==> src/rtl/spike_decoder.sv <==
// Spike-train decoder: counts spike events per programmable window (rate, with
// valid/ready hand-off and sticky overflow flag) and measures inter-spike intervals.
module spike_decoder #(
  parameter int RATE_W = 8,
  parameter int ISI_W  = 8
) (
  input  logic              clk,
  input  logic              rst_n,
  input  logic              enable,
  input  logic              spike_in,
  input  logic [7:0]        window_len,
  input  logic              lost_clr,
  output logic [RATE_W-1:0] rate,
  output logic              rate_valid,
  input  logic              rate_ready,
  output logic [ISI_W-1:0]  isi,
  output logic              isi_valid,
  output logic              lost
);

  // state | meaning
  // IDLE  | decoding halted, waiting for enable; rate hand-off still served
  // COUNT | window counter running, events counted, ISI measured
  localparam logic [0:0] IDLE  = 1'b0;
  localparam logic [0:0] COUNT = 1'b1;

  logic [0:0]       state;
  logic             spike_prev;
  logic [8:0]       win_cnt;
  logic [7:0]       evt_cnt;
  logic [ISI_W-1:0] isi_cnt;
  logic             isi_armed;

  logic       spike_evt;
  logic       win_end;
  logic       handshake;
  logic       load_rate;
  logic       lost_set;
  logic [8:0] win_load;
  logic [7:0] evt_next;

  assign spike_evt = spike_in & ~spike_prev;
  assign win_end   = (state == COUNT) & enable & (win_cnt == 9'd1);
  assign handshake = rate_valid & rate_ready;
  assign load_rate = win_end & (~rate_valid | rate_ready);
  assign lost_set  = win_end & rate_valid & ~rate_ready;
  assign win_load  = (window_len == 8'd0) ? 9'd256 : {1'b0, window_len};
  // Events need a low cycle between them, so at most 128 per window: 8 bits suffice.
  assign evt_next  = evt_cnt + {7'd0, spike_evt};

  always_ff @(posedge clk or negedge rst_n) begin
    if (!rst_n) begin
      state      <= IDLE;
      spike_prev <= 1'b0;
      win_cnt    <= 9'd0;
      evt_cnt    <= 8'd0;
      isi_cnt    <= '0;
      isi_armed  <= 1'b0;
      rate       <= '0;
      rate_valid <= 1'b0;
      isi        <= '0;
      isi_valid  <= 1'b0;
      lost       <= 1'b0;
    end else begin
      spike_prev <= spike_in;
      isi_valid  <= 1'b0;

      if (load_rate) begin
        rate       <= RATE_W'(evt_next);
        rate_valid <= 1'b1;
      end else if (handshake) begin
        rate_valid <= 1'b0;
      end

      if (lost_set)
        lost <= 1'b1;
      else if (lost_clr)
        lost <= 1'b0;

      case (state)
        IDLE: begin
          if (enable) begin
            state     <= COUNT;
            win_cnt   <= win_load;
            evt_cnt   <= 8'd0;
            isi_cnt   <= '0;
            isi_armed <= 1'b0;
          end
        end
        COUNT: begin
          if (!enable) begin
            state     <= IDLE;
            win_cnt   <= 9'd0;
            evt_cnt   <= 8'd0;
            isi_cnt   <= '0;
            isi_armed <= 1'b0;
          end else begin
            // Reload on the final edge so the next window starts with no gap.
            if (win_end) begin
              win_cnt <= win_load;
              evt_cnt <= 8'd0;
            end else begin
              win_cnt <= win_cnt - 9'd1;
              evt_cnt <= evt_next;
            end

            if (spike_evt) begin
              isi_cnt   <= ISI_W'(1);
              isi_armed <= 1'b1;
              if (isi_armed) begin
                isi       <= isi_cnt;
                isi_valid <= 1'b1;
              end
            end else if (isi_cnt != '1) begin
              isi_cnt <= isi_cnt + ISI_W'(1);
            end
          end
        end
        default: state <= IDLE;
      endcase
    end
  end

endmodule

==> config.mk <==
export PLATFORM = sky130hd
export DESIGN_NAME = spike_decoder
export DESIGN_NICKNAME = d
export VERILOG_FILES = /design/src/rtl/spike_decoder.sv
export SDC_FILE = /design/constraint.sdc
export NUM_CORES = 1
export LEC_CHECK = 0
export ABC_CLOCK_PERIOD_IN_PS = 2300
export BUFFER_PORTS_ARGS = -buffer_cell sky130_fd_sc_hd__buf_2
export CAP_MARGIN = 20
export CORE_UTILIZATION = 56
export DETAILED_ROUTE_END_ITERATION = 12
export GPL_TIMING_DRIVEN = 0
export PLACE_DENSITY = 0.78
export SLEW_MARGIN = 0
export SYNTH_ARGS = -nofsm -noshare
export SYNTH_HDL_FRONTEND = slang
export SYNTH_SLANG_ARGS = --single-unit
==> constraint.sdc <==
create_clock -name clk -period 2.3 [get_ports clk]
set_input_delay 0.23 -clock clk [delete_from_list [all_inputs] [get_ports clk]]
set_output_delay 0.23 -clock clk [all_outputs]
set_load 0.02 [all_outputs]
Yosys cells after proc, flatten, opt, wreduce, memory -nomap -nowiden
Cells that the tools add are included.
- $add $sub $neg: 3
- multiply operators: 0
- divide/modulo/power cells: 0
- order comparisons: 0
- eq/ne operators: 5
- shift operators: 0
- muxes and demuxes: 26
- bitwise operators: 12
- reduce and logical (&&, ||, !) cells: 6
- operators by type and width (operator ; number):
    two-way mux 8 bit ; 6
    two-way mux 9 bit ; 4
    one-hot mux 8 bit (2 select lines) ; 2
    one-hot mux 9 bit (2 select lines) ; 1
    two-way mux 1 bit ; 12
    == test 9 x 1 -> 1 bit, second input constant ; 1
    subtractor 9 x 1 -> 9 bit, second input constant ; 1
    adder 8 x 1 -> 8 bit ; 1
    adder 8 x 1 -> 8 bit, second input constant ; 1
    zero test 8 bit ; 1
    inequality test 8 bit, second input constant ; 1
    AND 1 bit ; 7
    inequality test 4 x 2 -> 1 bit, second input constant ; 1
    NOT 1 bit ; 4
    AND reduction 2 bit ; 2
    AND reduction 4 bit ; 1
    nonzero test 2 bit ; 2
    inequality test 3 x 2 -> 1 bit, second input constant ; 1
    inequality test 2 bit, second input constant ; 1
    one-hot mux 1 bit (2 select lines) ; 1
    bitwise OR 1 bit ; 1
- bits in registers: 47
- latch bits: 0
- RAM bits: 0
- bits in read-only memories: 0
- bits of input ports: 14
- output and inout port bits: 19
- word-level logic and storage cells: 63
- memories: 0

Depth between registers and ports, before layout
- depth in word-level cells: 6
- gate-level depth with buffers: 8
- mapped depth without buffers: 8

Least setup slack after synthesis
No wires, ideal clock.
- path kind: register -> register
- from: register win_cnt[1]
- to: register rate[0]
- setup time: 0.125 ns
- data arrival time: 1.920 ns
- data required time: 2.175 ns
- setup slack: 0.255 ns
- cell stages (with the launch flop): 7
- buffers on the path: 0
- clock period less this slack: 2.045 ns
- cells stage by stage: dfrtp_1 inv_1 ha_1 or4b_4 or3_4 nand2b_4 mux2_4
- cells in the longest elaborated chain, start to end: 3
- ends and longest elaborated chain (item ; line ; RTL):
    from (decl) ; 29 ; logic [8:0] win_cnt;
    from (signal assigned) ; 84 ; win_cnt <= win_load;
    from (signal assigned) ; 100 ; win_cnt <= win_load;
    from (signal assigned) ; 103 ; win_cnt <= win_cnt - 9'd1;
    == test 9 x 1 -> 1 bit ; 43 ; assign win_end = (state == COUNT) & enable & (win_cnt == 9'd1);
    AND 1 bit ; 43 ;
    AND 1 bit ; 45 ; assign load_rate = win_end & (~rate_valid | rate_ready);
    to (signal assigned) ; 69 ; rate <= RATE_W'(evt_next);
    to (decl) ; 13 ; output logic [RATE_W-1:0] rate,
Every way passes these cells.
A chain may end at the register's enable or synchronous reset.

Worst setup path after layout
- from: register win_cnt[1]
- to: register win_cnt[3]
- cells in the longest elaborated chain, start to end: 5
- elaborated cells between the ends (all ways): 6
- those cells by class: add/sub: 1; eq/ne: 1; mux: 3; bitwise: 1
- ends and longest elaborated chain (item ; line ; RTL):
    parallel branches: the longest is 2 deep, another holds subtractor 9 x 1 -> 9 bit ; n/a ;
    two-way mux 9 bit (*) ; 99 ; if (win_end) begin
    two-way mux 9 bit (*) ; 91 ; if (!enable) begin
    one-hot mux 9 bit (2 select lines) (*) ; 80 ; case (state)
Every way passes the cells marked *.

==> flow_metrics.env <==
export IMPL_numCtsBuffers=5
export IMPL_p_sw_w=0.0004537
export IMPL_antennaDiodeCount=0
export IMPL_ant_nets=0
export IMPL_finalClockSkew_ns=0.009384
export IMPL_worst_slew_pin_slew_ns=0.6961
export IMPL_path_class="flip-flop to flip-flop"
export IMPL_start_util_pct=58.49
export IMPL_synth_top_area_cell="dfrtp_1"
export IMPL_avgSynthCellArea_sq_um=9.359
export IMPL_dp_hpwl_um=3206
export IMPL_drc=0
export IMPL_grt_antenna_before_repair=0
export IMPL_yosysWarnings=0
export IMPL_instances_no_fill=341
export IMPL_seqPwrFrac_pct=52.1
export IMPL_die_area_sq_um=4441
export IMPL_power_total_w=0.001737
export IMPL_grt_use_total_pct=23.87
export IMPL_rows=23
export IMPL_syn_nets=269
export IMPL_setup_viol=0
export IMPL_grt_pass1_wl_um=7983
export IMPL_cts_tree="yes"
export IMPL_status="complete, no violations"
export IMPL_insertion_delay_ns=0.30
export IMPL_coreArea_sq_um=4000
export IMPL_ios=33
export IMPL_slew_viol_final=0
export IMPL_postCtsSetupBuffers=0
export IMPL_dpl_cell_count=332
export IMPL_grt_max_degree=48
export IMPL_hold_viol=0
export IMPL_postSynth_asyncResetShare_pct=100.0
export IMPL_critPathMaxStageDelay_ns=0.54
export IMPL_grt_ovfl_total=0
export IMPL_synth_top_area_share_pct=50.27
export IMPL_viasPerCell=5.589
export IMPL_period_needed_ns=2.230
export IMPL_crit_path_max_fanout=9
export IMPL_drt_initial_drc_count=146
export IMPL_pre_cts_ws_ns=0.1279
export IMPL_clkTransAtPathRegs_ns=0.09
export IMPL_slew_headroom_pct=53.42
export IMPL_power_density_nw_per_um2=641.1
export IMPL_htree_levels=2
export IMPL_synthFlopType="dfrtp_1"
export IMPL_timing_hold_worst_class="input port to flip-flop"
export IMPL_peakVddDrop_mv=0.4066
export IMPL_wl_per_cell_um=13.46
export IMPL_via_count=1906
export IMPL_path_cells="inv_1 > ha_1 > or4b_4 > o21ai_1 > o21ai_0 > a22o_1"
export IMPL_p_sw_share_pct=26.13
export IMPL_critPathLaunchType="flip-flop"
export IMPL_gp_congestion=0.9109
export IMPL_crit_slowest_cell="o21ai_1"
export IMPL_fin_nets=310
export IMPL_route_final_wire_length_um=4590
export IMPL_cap_violations=0
export IMPL_n_fill_cell=319
export IMPL_fin_crit_sh_pct=96.94
export IMPL_fp_dieH_um=66.64
export IMPL_synthDistinctLibCells=45
export IMPL_area_growth_pct=15.78
export IMPL_syn_area_sq_um=2340
export IMPL_hold_ws_ns=0.04977
export IMPL_cts_max_path_buffers=2
export IMPL_drive_gt1_share_pct=19.24
export IMPL_grt_pass1_vias=1776
export IMPL_timing_setup_tns_ns=0
export IMPL_required_ns=2.50
export IMPL_ys_seq_elements=47
export IMPL_synth_yosys_seq_area_share_pct=50.27
export IMPL_p_int_w=0.001283
export IMPL_portBuffers=32
export IMPL_synthCells=250
export IMPL_arrival_ns=2.43
export IMPL_endpoint_kind="flip-flop"
export IMPL_ctsRootBufferMaster="clkbuf_8"
export IMPL_drtPass1Iterations=4
export IMPL_p_leak_nw=1.307
export IMPL_clockPowerShare_pct=33.8
export IMPL_synth_area_leaders="dfrtp_1 50%, nand2_1 7.5%, o21ai_0 4.9%"
export IMPL_cts_sinks=47
export IMPL_combinationalPowerShare_pct=14.1
export IMPL_clock_fmax_mhz=448.5
export IMPL_worst_slack_ns=0.07042
export IMPL_synth_edf_count=0
export IMPL_rsz0062_at_grt="no"
export IMPL_die_width_um=66.64
repair_timing:
item                                    in CTS  in global routing
endpoints found under the setup margin       0                  1
hold endpoints to repair                     0                 21
hold buffers                                 0                  1
resized for setup                            0                  1
cell families after synthesis:
family / share of synthesized area (%)
AO/OA/AOI/OAI: 16.36
adder cells (fa/ha/maj): 2.674
buffers and inverters: 3.262
flip-flops: 50.27
AND/OR/NAND/NOR: 21.93
XOR/XNOR: 3.743
multiplexers: 1.765
synth_stat cells, types with 4 or more instances:
master,n
nor4_1,6
xnor2_1,6
a21oi_1,10
o21ai_2,4
ha_1,5
a31oi_1,6
inv_1,9
nor2_1,20
nand2b_1,5
nand2_1,47
nand3_1,9
clkbuf_1,5
dfrtp_1,47
nor3_1,4
a22o_1,4
o21ai_0,23
xor2_1,4
area by class of cell:
| class | instances | area, sq um | share of cell area (%) |
|---|---|---|---|
| Tap cell | 50 | 62.56 | 2.309 |
| Multi-Input combinational cell | 186 | 1094 | 40.37 |
| Clock inverter | 1 | 30.03 | 1.109 |
| Clock buffer | 6 | 72.57 | 2.679 |
| Inverter | 9 | 33.78 | 1.247 |
| Timing Repair Buffer | 34 | 197.7 | 7.298 |
| Sequential cell | 47 | 1176 | 43.42 |
| Buffer | 8 | 42.54 | 1.570 |
per-layer routing:
layer | vias up | routed length (um) | track usage, %
met5 | - | 0 | 0
met4 | 0 | 59 | 6.383
met3 | 8 | 224 | 5.137
met2 | 54 | 2180 | 38.38
met1 | 883 | 2126 | 32.45
li1 | 961 | - | -
power by group through the flow:
| stage | logic [W] | clock network [W] | registers [W] |
|---|---|---|---|
| final | 0.000245 | 0.000587 | 0.000905 |
| after global routing | 0.000274 | 0.000634 | 0.000912 |
| after CTS | 0.000235 | 0.000608 | 0.000903 |
| after detailed placement | 0.000235 | 0 | 0.000917 |
| after global placement | 0.000230 | 0 | 0.000917 |
| after floorplan | 0.000152 | 0 | 0.000920 |
critical path: cells and delay by family, from the launching register on:
family | cells | cell delay, ns
flops | 1 | 0.38
compound gates | 3 | 0.95
simple gates | 1 | 0.50
buf+inv | 1 | 0.09
fa+ha+maj | 1 | 0.19
state kept, by name (all words and copies together) (netlist names):
| name | flops |
|---|---|
| lost | 1 |
| rate | 8 |
| spike_prev | 1 |
| isi | 8 |
| isi_armed | 1 |
| state | 1 |
| win_cnt | 9 |
| rate_valid | 1 |
| isi_valid | 1 |
| isi_cnt | 8 |
| evt_cnt | 8 |
per-stage QoR:
stage	area [sq um]	utilization, %
floorplan	2340	-
global placement	2562	64.06
detailed placement	2562	64.06
CTS	2665	66.63
global route	2709	67.72
finish	2709	67.72
final timing paths:
| path | startpoint | end | slack, ns | depth (start not counted) |
|---|---|---|---|---|
| worst max register to register | win_cnt[1] | win_cnt[3] | 0.07 | 6 |
| max in group asynchronous | rst_n | isi_cnt[6] | 1.35 | 3 |
| worst min-delay path | spike_in | spike_prev | 0.05 | 1 |
| worst max-delay path | win_cnt[1] | win_cnt[3] | 0.07 | 6 |
| min in group asynchronous | rst_n | rate[1] | 0.44 | 2 |
| worst min register to register | rate[4] | rate[4] | 0.47 | 2 |
cells in the final DEF (no fill, tap or decap), types with 2 or more instances in the layout:
cell type / netlist / routed
a2111oi_0: 2 / 2
a21oi_1: 10 / 10
a22o_1: 4 / 4
a31oi_1: 6 / 6
and3_1: 2 / 2
buf_2: 1 / 33
clkbuf_1: 5 / 6
clkbuf_8: 0 / 5
dfrtp_1: 47 / 47
ha_1: 5 / 5
inv_1: 9 / 9
mux2_4: 2 / 2
nand2_1: 47 / 47
nand2b_1: 5 / 5
nand3_1: 9 / 9
nor2_1: 20 / 20
nor3_1: 4 / 4
nor4_1: 6 / 5
o21ai_0: 23 / 23
o21ai_1: 3 / 3
o21ai_2: 4 / 4
o22ai_1: 3 / 3
or2_2: 2 / 2
xnor2_1: 6 / 6
xor2_1: 4 / 4
(Power assumes the default switching activity.)
